File: src/rtl/sync_fifo_lvl.sv
//==============================================================================
// Module   : sync_fifo_lvl
// Brief    : Single-clock FIFO with occupancy count, almost-full/empty levels
//            and sticky overflow/underflow flags. Define SYNC_FIFO_FWFT_EN for
//            first-word-fall-through output; otherwise dout is registered.
// Revision : 1.0 - initial release
//==============================================================================
`default_nettype none

module sync_fifo_lvl #(
  parameter int WIDTH     = 8,
  parameter int LOGSIZE   = 4,
  parameter int AF_THRESH = (1 << LOGSIZE) - 2,
  parameter int AE_THRESH = 2
) (
  input  logic               clk,
  input  logic               reset,
  input  logic [WIDTH-1:0]   din,
  input  logic               wr,
  input  logic               rd,
  output logic [WIDTH-1:0]   dout,
  output logic               full,
  output logic               empty,
  output logic               almost_full,
  output logic               almost_empty,
  output logic [LOGSIZE:0]   count,
  output logic               overflow,
  output logic               underflow
);

  localparam int               c_size     = 1 << LOGSIZE;
  localparam logic [LOGSIZE:0] c_full_cnt = (LOGSIZE+1)'(c_size);
  localparam logic [LOGSIZE:0] c_af       = (LOGSIZE+1)'(AF_THRESH);
  localparam logic [LOGSIZE:0] c_ae       = (LOGSIZE+1)'(AE_THRESH);
  localparam logic [LOGSIZE:0] c_cnt_one  = (LOGSIZE+1)'(1);
  localparam logic [LOGSIZE-1:0] c_ptr_one = LOGSIZE'(1);

  logic [WIDTH-1:0]   r_mem [c_size];
  logic [LOGSIZE-1:0] r_wptr;
  logic [LOGSIZE-1:0] r_rptr;
  logic [LOGSIZE:0]   r_count;
  logic               r_overflow;
  logic               r_underflow;

  logic w_full;
  logic w_empty;
  logic w_rd_ok;
  logic w_wr_ok;

  assign w_full  = (r_count == c_full_cnt);
  assign w_empty = (r_count == '0);
  assign w_rd_ok = rd && !w_empty;
  // A full FIFO still takes a write when the same cycle frees a slot.
  assign w_wr_ok = wr && (!w_full || w_rd_ok);

  always_ff @(posedge clk) begin
    if (!reset && w_wr_ok) begin
      r_mem[r_wptr] <= din;
    end
  end

  always_ff @(posedge clk) begin
    if (reset) begin
      r_wptr      <= '0;
      r_rptr      <= '0;
      r_count     <= '0;
      r_overflow  <= 1'b0;
      r_underflow <= 1'b0;
    end else begin
      if (w_wr_ok) r_wptr <= r_wptr + c_ptr_one;
      if (w_rd_ok) r_rptr <= r_rptr + c_ptr_one;
      case ({w_wr_ok, w_rd_ok})
        2'b10:   r_count <= r_count + c_cnt_one;
        2'b01:   r_count <= r_count - c_cnt_one;
        default: r_count <= r_count;
      endcase
      if (wr && !w_wr_ok) r_overflow  <= 1'b1;
      if (rd && w_empty)  r_underflow <= 1'b1;
    end
  end

`ifdef SYNC_FIFO_FWFT_EN
  assign dout = w_empty ? '0 : r_mem[r_rptr];
`else
  logic [WIDTH-1:0] r_dout;

  always_ff @(posedge clk) begin
    if (reset) begin
      r_dout <= '0;
    end else if (w_rd_ok) begin
      r_dout <= r_mem[r_rptr];
    end
  end

  assign dout = r_dout;
`endif

  assign full         = w_full;
  assign empty        = w_empty;
  assign almost_full  = (r_count >= c_af);
  assign almost_empty = (r_count <= c_ae);
  assign count        = r_count;
  assign overflow     = r_overflow;
  assign underflow    = r_underflow;

endmodule

`default_nettype wire

File: config.mk
export PLATFORM = sky130hd
export DESIGN_NAME = sync_fifo_lvl
export DESIGN_NICKNAME = d
export VERILOG_FILES = /design/src/rtl/sync_fifo_lvl.sv
export SDC_FILE = /design/constraint.sdc
export NUM_CORES = 1
export LEC_CHECK = 0
export CAP_MARGIN = 25
export CORE_AREA = 2 2 97 123
export DETAILED_ROUTE_END_ITERATION = 12
export DIE_AREA = 0 0 99 125
export PLACE_DENSITY = 0.74
export SYNTH_ARGS = -nofsm -noshare
export SYNTH_HDL_FRONTEND = slang
export SYNTH_SLANG_ARGS = --single-unit
File: constraint.sdc
create_clock -name clk -period 2.9 [get_ports clk]
set_input_delay 0.29 -clock clk [delete_from_list [all_inputs] [get_ports clk]]
set_output_delay 0.29 -clock clk [all_outputs]
set_load 0.05 [all_outputs]
### Word-level counts from Yosys, hierarchy flattened

Memories as Yosys holds them, arrays and structs flattened. A register that Yosys moved wholly into a read port is not among the register bits.
Cells that the tools add are included.

* flip-flop bits (word level): 15
* RAM bits: 128
* input bits: 12
* output and inout bits: 19
* word-level logic and storage cells: 30
* memories kept: 1

Memories
* r_mem: depth 16, width 8, read ports 1, clocked after memory_dff 1, wr ports 1, RTL line 38 `logic [WIDTH-1:0] r_mem [c_size];`

* add/subtract/negate cells: 4
* $lt $le $gt $ge: 2
* eq/ne operators: 3
* muxes and demuxes: 3
* reduce and logical (&&, ||, !) cells: 12

Operator list (number)
* $pmux W5 S2: 1
* $add A4 B1 Y4 const B: 2
* $add A5 B1 Y5 const B: 1
* $eq A5 B5 Y1 const B: 1
* $ge A5 B4 Y1 const B: 1
* $le A5 B2 Y1 const B: 1
* $logic_and A1 B1 Y1: 5
* $logic_not A5 Y1: 1
* $sub A5 B1 Y5 const B: 1
* $logic_not A1 Y1: 4
* $eq A2 B1 Y1 const B: 1
* $eq A2 B2 Y1 const B: 1
* $mux W1: 2
* $reduce_bool A2 Y1: 1
* $logic_or A1 B1 Y1: 1

### Longest topological paths before layout

* depth in word-level cells: 8
* depth in mapped cells: 11
* gate-level depth less buffers: 10

### Worst setup path after synthesis

No wires, ideal clock.

* path kind: reg-to-output
* start: reg r_count[4] (netlist: count[4])
* end: out almost_empty
* arrival time: 3.095 ns
* required time: 2.610 ns
* setup slack: -0.485 ns
* stages on the path, launching flop included: 3
* path buffers: 1
* path through: dfxtp_1 clkbuf_1 a2111oi_0

* longest elaborated chain between the ends: 1

RTL lines
* start: declaration: RTL line 41 `logic [LOGSIZE:0] r_count;`
* start signal: assignment: RTL line 73 `2'b10: r_count <= r_count + c_cnt_one;`
* start signal: assignment: RTL line 74 `2'b01: r_count <= r_count - c_cnt_one;`
* start signal: assignment: RTL line 75 `default: r_count <= r_count;`
* $le A5 B2 Y1: RTL line 101 `assign almost_empty = (r_count <= c_ae);`
* end: declaration: RTL line 25 `output logic almost_empty,`

No other way between the ends.

### Final worst setup path

* start: reg r_count[0] (netlist: count[0])
* end: out full

* longest elaborated chain between the ends: 1

RTL lines
* $eq A5 B5 Y1: RTL line 50 `assign w_full = (r_count == c_full_cnt);`
* end: declaration: RTL line 22 `output logic full,`

No other way between the ends.

==> impl_summary.log <==
INFO  metric die_area = 0.0124 mm2
INFO  metric final-setup-viol-count = 0
INFO  metric ys_seq_elements = 151
INFO  metric ant_nets = 0
INFO  metric final.fill_count = 783
INFO  metric hold_path_class = flop to flop
INFO  metric syn_area_per_cell = 16.1 um2
INFO  metric fin_ws = 0.135 ns
INFO  metric die_span_x = 99 um
INFO  metric synth_sequential_area_ratio = 0.711
INFO  metric design.core.area = 0.0113 mm2
INFO  metric vias_per_cell = 6.00
INFO  metric combined_flip_flop_and_latch_cell_area = 0.00431 mm2
INFO  metric ys_warns = 0
INFO  metric synthesis.nets = 398
INFO  metric port_buffers = 30
INFO  metric dr.pass1.iters = 5
INFO  metric path_max_fanout = 7
INFO  metric number_of_rows_in_the_core_area = 44
INFO  metric grt_pass1_wl = 18.8 mm
INFO  metric setup.worst_path.end_class = output pin
INFO  metric max_cap_violations = 0
INFO  metric cts-buffers-inserted = 17
INFO  metric detail_route.drc_violations = 0
INFO  metric finalSetupTns = 0 ns
INFO  metric dieHeight = 125 um
INFO  metric layout.cells.most_common = edfxtp_1
INFO  metric start_kind = flop
INFO  metric setup_repair_after_global_routing_missed_its_margin = false
INFO  metric report.final.slew_viol_count = 0
INFO  metric worstSkewPairLatency = 0.41 ns
INFO  metric globalRouteOverflowTotal = 0
INFO  metric post_cts_resize_count = 0
INFO  metric worstPathArrival = 2.47 ns
INFO  metric drt_wl_total = 12.2 mm
INFO  metric place_congestion = 0.897
INFO  metric status = finished, final reports clean
INFO  metric io_pins = 31
INFO  metric worstRegToRegCells = 10
INFO  metric grtUsageTotal = 0.208
INFO  metric cts-hold-fix-buffers = 0
INFO  metric antenna_diode_count = 0
INFO  metric finalHoldViolations = 0
INFO  metric vias = 3377
INFO  metric cts.clk_slew.worst_paths = 0.06 ns
INFO  metric power.ir.vdd_worst = 0.000549 V
INFO  metric multi_input_combinational_cell_area = 0.00164 mm2
INFO  metric tritoncts_clock_tree = done
INFO  metric area_delta_synth_final = 18.4%
INFO  metric netlist-cell-type-count = 40
INFO  metric post-route-min-period = 2.76 ns
INFO  metric power.density = 937 mW/mm2
INFO  metric leading_cell_types_in_the_layout_fill_and_taps_excluded = 128 x edfxtp_1, 44 x nor2_1, 35 x mux2i_1
INFO  metric max_slew_margin = 0.315
INFO  metric clockBufferDepth = 2
INFO  metric finalCritPeriodShare = 0.953
INFO  metric htree_levels = 4
INFO  metric clockRootBuffer = clkbuf_16
INFO  metric drt-wirelength-per-cell = 21.8 um
INFO  metric drtIter0Drc = 315
INFO  metric final_nets = 433
INFO  metric syn-cell-area = 0.00605 mm2
INFO  metric skew = 0.0123 ns
INFO  metric preCtsSetupSlack = 0.360 ns
INFO  metric max_freq = 0.362 GHz
INFO  metric maximum_number_of_pins_on_one_net_before_global_route_repair = 24
INFO  metric post_cts_buffers = 0
INFO  metric place_hpwl = 7.46 mm
INFO  metric syn_inst = 377
INFO  metric worstHoldPathCells = 2
INFO  metric initial_core_util = 0.536
INFO  metric vias_in_the_first_global_route = 3373
INFO  metric grt_antenna_before_repair = 0
INFO  metric p_leak = 0.00231 uW
INFO  metric clkSinkCount = 151
INFO  metric worst-slew-pin-transition = 1.02 ns
INFO  metric cp.required = 2.61 ns
INFO  metric layout_cell_share_with_drive_strength_beyond_1 = 0.139
INFO  metric path_class = flop to output pin
synthesized netlist by cell type (all sizes together):
master / n / area (um2)
o21a: 1 / 7.51
o31a: 1 / 8.76
or2: 1 / 6.26
a31oi: 2 / 12.5
nand3: 4 / 20.0
dfxtp: 23 / 460
mux2: 1 / 15.0
o22ai: 16 / 100
or3b: 1 / 8.76
xor2: 4 / 35.0
ha: 8 / 100
o21ai: 2 / 13.8
a21boi: 1 / 7.51
xnor2: 5 / 43.8
nor3: 9 / 45.0
nor2b: 4 / 25.0
o211ai: 1 / 7.51
or3: 2 / 12.5
or4: 1 / 7.51
mux2i: 36 / 373
edfxtp: 128 / 3840
a22o: 8 / 70.1
nor2: 44 / 165
a2111oi: 1 / 8.76
nand4: 2 / 12.5
a21oi: 4 / 20.0
clkbuf: 11 / 41.3
nand2: 8 / 30.0
nor4: 9 / 56.3
buf: 10 / 45.0
a211oi: 1 / 12.5
mux4: 16 / 360
nand3b: 2 / 15.0
a21o: 1 / 7.51
fa: 1 / 20.0
nand2b: 2 / 12.5
inv: 6 / 22.5
per-layer routing:
metal	track usage	up-vias	part of all wire
met2	0.333	129	0.52
met5	0	-	0
met4	0.0967	0	0.025
met3	0.0470	29	0.050
li1	-	1526	-
met1	0.271	1693	0.41
report_power, final:
part	total [uW]	switching (uW)	leakage, uW	internal (uW)
Clock	2480	837	0.000322	1650
Combinational	1660	1030	0.000650	631
Sequential	2580	104	0.00134	2470
Total	6720	1970	0.00231	4750
state kept, by name, summed over array words and instances, names as in the netlist:
signal,cells
dout,8
r_wptr,4
underflow,1
r_mem,128
r_rptr,4
count,5
overflow,1
area by class of cell:
type	count	share of cell area
clock buffer	21	0.0628
clock inverter	11	0.0311
multi-input combinational	199	0.229
sequential	151	0.601
tap	138	0.0241
timing repair buffer	37	0.0492
inverter	6	0.00314
stage by stage:
stage | util | cell area (um2) | std cells | power, uW | hold WS, ns
2_1_floorplan | - | 6050 | 377 | 3800 | 0.389
3_3_place_gp | 0.575 | 6490 | 531 | 4260 | 0.451
3_5_place_dp | 0.575 | 6490 | 531 | 4270 | 0.461
4_1_cts | 0.635 | 7170 | 563 | 6750 | 0.476
5_1_grt | 0.635 | 7170 | 563 | 6950 | 0.513
6_report | 0.635 | 7170 | 563 | 6720 | 0.473
cells by family after synthesis:
logic type	share of synthesized area
adders and majority gates	0.0198
buffers and inverters	0.0180
xor gates and xnor gates	0.0130
DFF	0.711
and+or+nand+nor	0.0688
muxes	0.124
AOI/OAI and AO/OA	0.0457
critical path, cell delays in order, from the launching register on:
cell and delay [ns]:
dfxtp_1 0.36, or4_1 0.69, nor2_1 0.19, clkdlybuf4s50_1 0.82
final timing paths:
| kind | from | endpoint | slack (ns) |
|---|---|---|---|
| min reg2reg | underflow | underflow | 0.47 |
| max | count[0] | full | 0.14 |
| max reg2reg | count[0] | count[4] | 0.36 |
| min | underflow | underflow | 0.47 |
Power figures use the tool's default switching activity.
